### src/rtl/alu_pkg.sv
// rtl/alu_pkg.sv - shared ALU opcode, width and FSM state definitions
package alu_pkg;

  localparam int ALU_DATA_WIDTH = 32;
  localparam int ALU_SHAMT_W    = 5;

  typedef enum logic [3:0] {
    ALU_ADD  = 4'd0,
    ALU_SUB  = 4'd1,
    ALU_AND  = 4'd2,
    ALU_OR   = 4'd3,
    ALU_XOR  = 4'd4,
    ALU_SLT  = 4'd5,
    ALU_SLTU = 4'd6,
    ALU_SLL  = 4'd7,
    ALU_SRL  = 4'd8,
    ALU_SRA  = 4'd9
  } alu_ctrl_e;

  typedef enum logic [1:0] {
    ST_IDLE,
    ST_SHIFT,
    ST_DONE
  } alu_state_e;

  typedef enum logic [1:0] {
    SH_LL,
    SH_RL,
    SH_RA
  } shift_mode_e;

  function automatic logic is_shift(input logic [3:0] ctrl);
    return (ctrl == ALU_SLL) || (ctrl == ALU_SRL) || (ctrl == ALU_SRA);
  endfunction

endpackage

### src/rtl/alu_serial_shifter.sv
// rtl/alu_serial_shifter.sv - one-bit-per-cycle shifter with shift-amount down-counter
module alu_serial_shifter
  import alu_pkg::*;
#(
  parameter int DATA_WIDTH = ALU_DATA_WIDTH,
  parameter int SHAMT_W    = ALU_SHAMT_W
) (
  input  logic                  clk,
  input  logic                  rst,
  input  logic                  load,
  input  shift_mode_e           load_mode,
  input  logic [DATA_WIDTH-1:0] load_data,
  input  logic [SHAMT_W-1:0]    load_shamt,
  output logic                  done,
  output logic [DATA_WIDTH-1:0] shift_next
);

  logic [DATA_WIDTH-1:0] sreg_q, sreg_d;
  logic [SHAMT_W-1:0]    cnt_q, cnt_d;
  shift_mode_e           mode_q, mode_d;

  // done flags the cycle whose shift is the last one; shift_next is that final value
  assign done = (cnt_q == SHAMT_W'(1));

  always_comb begin
    sreg_d = sreg_q;
    cnt_d  = cnt_q;
    mode_d = mode_q;
    case (mode_q)
      SH_LL:   shift_next = {sreg_q[DATA_WIDTH-2:0], 1'b0};
      SH_RL:   shift_next = {1'b0, sreg_q[DATA_WIDTH-1:1]};
      default: shift_next = {sreg_q[DATA_WIDTH-1], sreg_q[DATA_WIDTH-1:1]};
    endcase
    if (load) begin
      sreg_d = load_data;
      cnt_d  = load_shamt;
      mode_d = load_mode;
    end else if (cnt_q != '0) begin
      sreg_d = shift_next;
      cnt_d  = cnt_q - SHAMT_W'(1);
    end
  end

  always_ff @(posedge clk or posedge rst) begin
    if (rst) begin
      sreg_q <= '0;
      cnt_q  <= '0;
      mode_q <= SH_LL;
    end else begin
      sreg_q <= sreg_d;
      cnt_q  <= cnt_d;
      mode_q <= mode_d;
    end
  end

endmodule

### src/rtl/alu_exec_mc.sv
// rtl/alu_exec_mc.sv - multicycle ALU: single-cycle ops plus serial shifts behind valid/ready
module alu_exec_mc
  import alu_pkg::*;
#(
  parameter int DATA_WIDTH = ALU_DATA_WIDTH,
  parameter int SHAMT_W    = ALU_SHAMT_W
) (
  input  logic                  clk,
  input  logic                  rst,
  input  logic                  in_valid,
  output logic                  in_ready,
  input  logic [3:0]            alu_ctrl,
  input  logic [DATA_WIDTH-1:0] src_a,
  input  logic [DATA_WIDTH-1:0] src_b,
  output logic                  out_valid,
  input  logic                  out_ready,
  output logic [DATA_WIDTH-1:0] result,
  output logic                  zero,
  output logic                  illegal
);

  alu_state_e            state_q, state_d;
  logic                  in_ready_q, in_ready_d;
  logic                  out_valid_q, out_valid_d;
  logic [DATA_WIDTH-1:0] result_q, result_d;
  logic                  zero_q, zero_d;
  logic                  illegal_q, illegal_d;

  logic [DATA_WIDTH-1:0] alu_res;
  logic                  legal;
  logic [SHAMT_W-1:0]    shamt;
  logic                  sh_load;
  shift_mode_e           sh_mode;
  logic                  sh_done;
  logic [DATA_WIDTH-1:0] sh_next;

  assign shamt = src_b[SHAMT_W-1:0];

  // a zero-amount shift resolves here as a pass-through of src_a
  always_comb begin
    alu_res = '0;
    legal   = 1'b1;
    case (alu_ctrl)
      ALU_ADD:  alu_res = src_a + src_b;
      ALU_SUB:  alu_res = src_a - src_b;
      ALU_AND:  alu_res = src_a & src_b;
      ALU_OR:   alu_res = src_a | src_b;
      ALU_XOR:  alu_res = src_a ^ src_b;
      ALU_SLT:  alu_res = {{(DATA_WIDTH-1){1'b0}}, $signed(src_a) < $signed(src_b)};
      ALU_SLTU: alu_res = {{(DATA_WIDTH-1){1'b0}}, src_a < src_b};
      ALU_SLL, ALU_SRL, ALU_SRA: alu_res = src_a;
      default: begin
        alu_res = '0;
        legal   = 1'b0;
      end
    endcase
  end

  always_comb begin
    sh_mode = (alu_ctrl == ALU_SLL) ? SH_LL : (alu_ctrl == ALU_SRL) ? SH_RL : SH_RA;
    sh_load = (state_q == ST_IDLE) && in_valid && is_shift(alu_ctrl) && (shamt != '0);
  end

  always_comb begin
    state_d     = state_q;
    out_valid_d = out_valid_q;
    result_d    = result_q;
    zero_d      = zero_q;
    illegal_d   = illegal_q;
    case (state_q)
      ST_IDLE: begin
        if (sh_load) begin
          state_d = ST_SHIFT;
        end else if (in_valid) begin
          state_d     = ST_DONE;
          out_valid_d = 1'b1;
          result_d    = alu_res;
          zero_d      = (alu_res == '0);
          illegal_d   = ~legal;
        end
      end
      ST_SHIFT: begin
        if (sh_done) begin
          state_d     = ST_DONE;
          out_valid_d = 1'b1;
          result_d    = sh_next;
          zero_d      = (sh_next == '0);
          illegal_d   = 1'b0;
        end
      end
      default: begin
        if (out_ready) begin
          state_d     = ST_IDLE;
          out_valid_d = 1'b0;
        end
      end
    endcase
    in_ready_d = (state_d == ST_IDLE);
  end

  always_ff @(posedge clk or posedge rst) begin
    if (rst) begin
      state_q     <= ST_IDLE;
      in_ready_q  <= 1'b1;
      out_valid_q <= 1'b0;
      result_q    <= '0;
      zero_q      <= 1'b1;
      illegal_q   <= 1'b0;
    end else begin
      state_q     <= state_d;
      in_ready_q  <= in_ready_d;
      out_valid_q <= out_valid_d;
      result_q    <= result_d;
      zero_q      <= zero_d;
      illegal_q   <= illegal_d;
    end
  end

  alu_serial_shifter #(
    .DATA_WIDTH(DATA_WIDTH),
    .SHAMT_W   (SHAMT_W)
  ) u_shifter (
    .clk       (clk),
    .rst       (rst),
    .load      (sh_load),
    .load_mode (sh_mode),
    .load_data (src_a),
    .load_shamt(shamt),
    .done      (sh_done),
    .shift_next(sh_next)
  );

  assign in_ready  = in_ready_q;
  assign out_valid = out_valid_q;
  assign result    = result_q;
  assign zero      = zero_q;
  assign illegal   = illegal_q;

endmodule

### config.mk
export PLATFORM = sky130hd
export DESIGN_NAME = alu_exec_mc
export DESIGN_NICKNAME = d
export VERILOG_FILES = /design/src/rtl/alu_pkg.sv /design/src/rtl/alu_serial_shifter.sv /design/src/rtl/alu_exec_mc.sv
export SDC_FILE = /design/constraint.sdc
export NUM_CORES = 1
export LEC_CHECK = 0
export CORE_ASPECT_RATIO = 1.1
export CORE_UTILIZATION = 45
export CTS_CLUSTER_DIAMETER = 100
export DETAILED_ROUTE_END_ITERATION = 8
export PLACE_DENSITY = 0.63
export SLEW_MARGIN = 25
export SYNTH_ARGS = -nofsm -noshare
export SYNTH_HDL_FRONTEND = slang
export SYNTH_HIERARCHICAL = 1
export SYNTH_SLANG_ARGS = --single-unit
### constraint.sdc
create_clock -name clk -period 3.2 [get_ports clk]
set_clock_uncertainty 0.15 [all_clocks]
set_input_delay 0.48 -clock clk [delete_from_list [all_inputs] [get_ports clk]]
set_output_delay 0.48 -clock clk [all_outputs]
set_load 0.01 [all_outputs]
Word level (Yosys, flattened, before mapping). Cells that the tools add are included. Widths: inputs -> output; s select.

Register bits after elaboration: 77. Input bits: 72. Output and inout bits: 36. Logic and storage cells: 84.

$add $sub $neg: 3. Magnitude comparators: 2. Equality and inequality tests: 15. Muxes and demuxes: 31. Bitwise gates (word level): 4. Reduce and logical (&&, ||, !) cells: 20.

Operators by type and width (number): $pmux 32 s8 (1); $mux 32 (5); $pmux 32 s2 (2); $logic_not 32->1 (2); $lt 32x32->1 (2); $add 32x32->32 (1); $and 32x32->32 (1); $or 32x32->32 (1); $sub 32x32->32 (1); $xor 32x32->32 (1); $eq 4x3->1 const B (4); $mux 2 (6); $mux 1 (11); $mux 5 (2); $reduce_bool 5->1 (2); $reduce_or 10->1 (1); $eq 4x2->1 const B (2); $eq 4x4->1 const B (2); $reduce_and 4->1 (2); $logic_not 2->1 (3); $ne 2x2->1 const B (3); $pmux 1 s2 (3); $eq 5x1->1 const B (1); $sub 5x1->5 const B (1); 10 further kinds (15).

Longest topological paths before layout.
Word-level depth: 8. Gate-level depth with buffers: 14. Depth with buffers taken out: 14.

By module. The synthesis kept the hierarchy.

By module, submodules not included: alu_exec_mc (instances 1, cells each 1133, area each 7932.6 µm², seq. area each 953.4 µm²); alu_serial_shifter (instances 1, cells each 185, area each 2178.3 µm², seq. area each 975.9 µm²).

Worst setup path before layout. No wires, ideal clock.

Path kind: input to register. Start point: in src_a[0]. End point: reg result_q[28] (netlist: result[28]). Library setup time: 0.133 ns. Arrival: 3.263 ns. Data required time: 2.917 ns. Path slack: -0.347 ns. Stages: 14. Path buffers: 0. Cells stage by stage: ha_1 -> inv_1 -> fa_1 -> nand2b_1 -> a2111oi_2 -> o21ai_0 -> a41oi_1 -> nand2_1 -> a31oi_1 -> mux2_2 -> nor3_1 -> nor2_1 -> a21oi_1 -> o21ai_0.

Longest elaborated chain between the ends: 5. Elaborated cells on any way between the ends: 6. Those cells by class: 2 x add/sub; 4 x mux.

RTL lines: start, declared (RTL line alu_exec_mc.sv:13) `input logic [DATA_WIDTH-1:0] src_a,`; $sub 32x32->32 or $add 32x32->32 (tied branches) (RTL line alu_exec_mc.sv:45, alu_exec_mc.sv:44); $pmux 32 s8 * (RTL line alu_exec_mc.sv:43) `case (alu_ctrl)`; $mux 32 * (RTL line alu_exec_mc.sv:74) `end else if (in_valid) begin`; $mux 32 * (RTL line alu_exec_mc.sv:72) `if (sh_load) begin`; $pmux 32 s2 * (RTL line alu_exec_mc.sv:70) `case (state_q)`; end signal, assigned (RTL line alu_exec_mc.sv:113) `result_q <= result_d;`; end, declared (RTL line alu_exec_mc.sv:25) `logic [DATA_WIDTH-1:0] result_q, result_d;`.

Every way passes the cells marked *; elsewhere a longest branch is shown, timed or not. The select of a mux whose other input is x is not followed. A chain may end at the register's enable or synchronous reset.

Worst setup path after layout.
Start point: in src_a[1]. End point: reg zero_q (netlist: zero).

Longest elaborated chain between the ends: 6. Elaborated cells on any way between the ends: 12. Those cells by class: 2 x add/sub; 2 x order compare; 4 x mux; 3 x bitwise; 1 x reduce/logical.

RTL lines: $sub 32x32->32 (tied with other cells) (RTL line alu_exec_mc.sv:45) `ALU_SUB: alu_res = src_a - src_b;`; $pmux 32 s8 * (RTL line alu_exec_mc.sv:43); $logic_not 32->1 * (RTL line alu_exec_mc.sv:78) `zero_d = (alu_res == '0);`; $mux 1 * (RTL line alu_exec_mc.sv:74); $mux 1 * (RTL line alu_exec_mc.sv:72); $pmux 1 s2 * (RTL line alu_exec_mc.sv:70); end signal, assigned (RTL line alu_exec_mc.sv:114) `zero_q <= zero_d;`; end, declared (RTL line alu_exec_mc.sv:26) `logic zero_q, zero_d;`.

Marks and branches as above.

==> results.md <==
- Clock Tree Buf Depth: 2
- Post-Synth Simple-Gate Area: 20.1%
- Post-Syn Instances: 1318
- CP Launch Point: src_a[1]
- Area of the mapped netlist: 10100 µm²
- Maximum clock rate: 277 MHz
- Initial Utilization: 45.9%
- Filler cell count: 1549
- WP data required: 3.31 ns
- Vias in the first global route: 12906
- Initial DRC count: 1130
- Most common flop cell mapped by yosys: dfrtp_1
- Failing checks: negative setup slack
- Clock latency on the worst-skew pair: 0.33 ns
- Status: finished, violations left
- Fin crit period: 3.61 ns
- Worst path most repeated cell: nand4_1
- CTS tree: done
- Setup CP Type: primary input to flop
- R2R Path End: zero$_DFFE_PP1P_
- Non-Filler Instances: 2160
- Worst Reg-to-Reg Cells: 12
- Adder-Cell Fraction of Synth Area: 14.6%
- Crit-path cells: buf_8 > inv_4 > buf_6 > fa_2 > or2_4 > a2111o_1 > a21o_1 > a31o_4 > a21oi_4 > o21ai_2 > a221oi_2 > nand4_1 > nor4_2 > buf_4 > nand4_1 > o21ai_1
- Nets: 2050
- Net Count, Synth: 1507
- Max VDD drop: 0.000341 V
- Synth area leaders: dfrtp_1, ha_1, a21oi_1, nor2_1, mux2_2
- Worst Setup End Kind: flop
- Initial antenna violation count: 0
- Setup tns final: -2.22 ns
- IO Pins: 108
- Layout cell share with drive strength beyond 1: 48.0%
- Multiplexer share of the synthesized area: 5.75%
- Pre-CTS WS: -1.47 ns
- Clk sinks: 77
- Via count: 13178
- # diodes: 0
- HP Class: flop to flop
- Core Box Area: 22000 µm²
- Count leader, synth: nor2_1
- H-tree depth: 3
- Ys async rst share: 100%
- Synth warn: 6
- Post-Synth XOR/XNOR Area: 0.433%
- Max Fanout on Critical Path: 3
- Synth area leader: dfrtp_1
- Synth Register Bits: 77
- Reg-to-reg slack, setup: 0.25 ns
- Register area share after synthesis: 19.1%
- Avg Inst Size Synth: 7.67 µm²
- First-pass GRT wire length: 72.0 mm
- DRT Wirelength: 47.1 mm
- Inst Count DP: 2089
- Post-synthesis compound-gate area fraction: 32.4%
- Via density: 6.10
- Slew @ Worst Pin: 0.613 ns
- Total Power: 7.63 mW
- EDFF count, synth: 0
- GRT Residual Overflow: 0
- CP arrival: 3.72 ns
- Die area: 23100 µm²
- Final period utilization: 113%
- Final setup fails: 9
- GRT Resource Usage Total: 39.5%
- Remaining antenna violation count: 0
- Max-cap check violation count: 0
- Setup WS post-layout: -0.411 ns
- Worst r2r src: u_shifter/cnt_q[1]$_DFFE_PP0P_
- Root buffer cell: clkbuf_16
- Die X: 145 µm
- Residual DRC count: 0
- Largest family of logic cells by synthesized area: compound AO/OA/AOI/OAI gates
- Top cell type's share of synthesized area: 18.6%
- GP Congestion: 1.01
- CTS Buf Count: 9
- Area growth from synthesis to layout: 68.8%
- Die extent in y: 159 µm
- Endpoints failing hold: 0
- Largest net degree at the start of global routing: 44
- CP Launch Type: primary input
- Library cells used by synthesis: 86
- PD cells: 447 nW/µm²
- Max-slew violation count: 0
- Worst setup path endpoint: zero$_DFFE_PP1P_
- DRT Pass-1 Iters: 6
- Most frequent cells after synthesis: nor2_1, ha_1, inv_1
- Leak: 7.63 nW
- Slew Limit Headroom: 59.0%
- Clock slew at reported path FFs: 0.05 ns
- Worst path slowest cell: a2111o_1
- Avg WL per Cell: 21.8 µm
- HPWL after DPL: 35.7 mm
- Slowest cell delay on critical path: 0.40 ns
- Core Rows: 57
- Final Util: 77.4%
- Port bufs: 107
- RSZ-0062 raised after global routing: true
[logic make-up (layout without fill, tap and decap cells)]
| family | after synthesis | after routing |
|---|---|---|
| and+or+nand+nor | 418 | 418 |
| buffers and inverters | 192 | 739 |
| DFF | 77 | 77 |
| xor gates and xnor gates | 5 | 5 |
| adders and majority gates | 117 | 117 |
| muxes | 53 | 53 |
| AOI/OAI and AO/OA | 456 | 456 |
[final cells by class]
cell class / count / area [µm²] / area share (%)
multi-input cells: 1049 / 9040 / 53.0
repair buffers: 616 / 5020 / 29.4
flip-flops and latches: 77 / 1930 / 11.3
inverters: 108 / 427 / 2.50
well taps: 295 / 369 / 2.16
clock buffers: 13 / 240 / 1.41
clock inverters: 2 / 35.0 / 0.205
[worst min-delay path by stage]
| stage | startpoint | end | cells after the start |
|---|---|---|---|
| final | result[11]$_DFFE_PP0P_ | result[11]$_DFFE_PP0P_ | 2 |
| after CTS | result[11]$_DFFE_PP0P_ | result[11]$_DFFE_PP0P_ | 2 |
| after floorplan | result[11]$_DFFE_PP0P_ | result[11]$_DFFE_PP0P_ | 2 |
| after detailed placement | result[11]$_DFFE_PP0P_ | result[11]$_DFFE_PP0P_ | 2 |
| after global routing | result[11]$_DFFE_PP0P_ | result[11]$_DFFE_PP0P_ | 2 |
| after global placement | result[11]$_DFFE_PP0P_ | result[11]$_DFFE_PP0P_ | 2 |
[stage by stage]
stage | instance area [µm²] | hold WS (ns)
after floorplan | 10200 | 0.357
after global placement | 14700 | 0.307
after detailed placement | 14700 | 0.315
after CTS | 16400 | 0.326
after global routing | 17100 | 0.351
final | 17100 | 0.327
[per-layer routing]
layer	part of all wire (%)	vias to the layer above	GRT usage [%]
li1	-	5975	-
met1	42	6357	52.9
met2	47	706	65.8
met3	6.9	140	3.27
met4	4.0	0	15.3
met5	0	-	0
[cell usage in the layout (no fill, tap or decap), types with 10 or more instances in the layout]
| cell | synthesis | final |
|---|---|---|
| a211oi_1 | 27 | 13 |
| a211oi_2 | 0 | 11 |
| a21o_1 | 22 | 21 |
| a21oi_1 | 98 | 65 |
| a21oi_2 | 0 | 25 |
| a22o_1 | 13 | 13 |
| buf_4 | 1 | 466 |
| buf_6 | 2 | 38 |
| clkbuf_2 | 2 | 18 |
| clkdlybuf4s50_1 | 0 | 58 |
| dfrtp_1 | 75 | 75 |
| dlygate4sd2_1 | 0 | 15 |
| ha_1 | 115 | 79 |
| ha_2 | 0 | 10 |
| ha_4 | 0 | 26 |
| inv_1 | 106 | 62 |
| inv_2 | 0 | 40 |
| mux2_2 | 41 | 39 |
| mux2i_1 | 12 | 10 |
| nand2_1 | 101 | 94 |
| nand2b_1 | 12 | 10 |
| nand3_1 | 30 | 26 |
| nand4_1 | 11 | 11 |
| nor2_1 | 123 | 107 |
| nor2b_1 | 15 | 10 |
| nor3_1 | 33 | 23 |
| nor4_1 | 20 | 12 |
| o211ai_1 | 15 | 15 |
| o21a_1 | 10 | 10 |
| o21ai_0 | 82 | 56 |
| o21ai_1 | 1 | 20 |
| o21bai_1 | 12 | 10 |
| o221a_2 | 37 | 36 |
| o31ai_1 | 16 | 14 |
| or3_1 | 35 | 33 |
[report_power, final]
part | switching, mW | internal (mW)
Sequential | 0.363 | 1.43
Combinational | 2.40 | 2.47
Clock | 0.366 | 0.599
[critical path, delay by kind of cell]
kind | cells | cell delay, ns
AOI/OAI and AO/OA | 7 | 1.64
and+or+nand+nor | 4 | 0.78
buffers and inverters | 4 | 0.42
adders and majority gates | 1 | 0.39
[sequential cells by signal (all words and copies together), names as in the netlist]
name / flops
u_shifter/mode_q: 2
out_valid: 1
in_ready: 1
illegal: 1
u_shifter/sreg_q: 32
u_shifter/cnt_q: 5
zero: 1
state_q: 2
result: 32
[timing repair]
action / 4_1_cts / 5_1_grt
hold buffers: 0 / 0
endpoints found under the setup margin: 28 / 24
resized for setup: 323 / 186
pin swaps: 92 / 86
setup buffers: 40 / 30
Note: power is estimated with default switching activity, not from simulation.
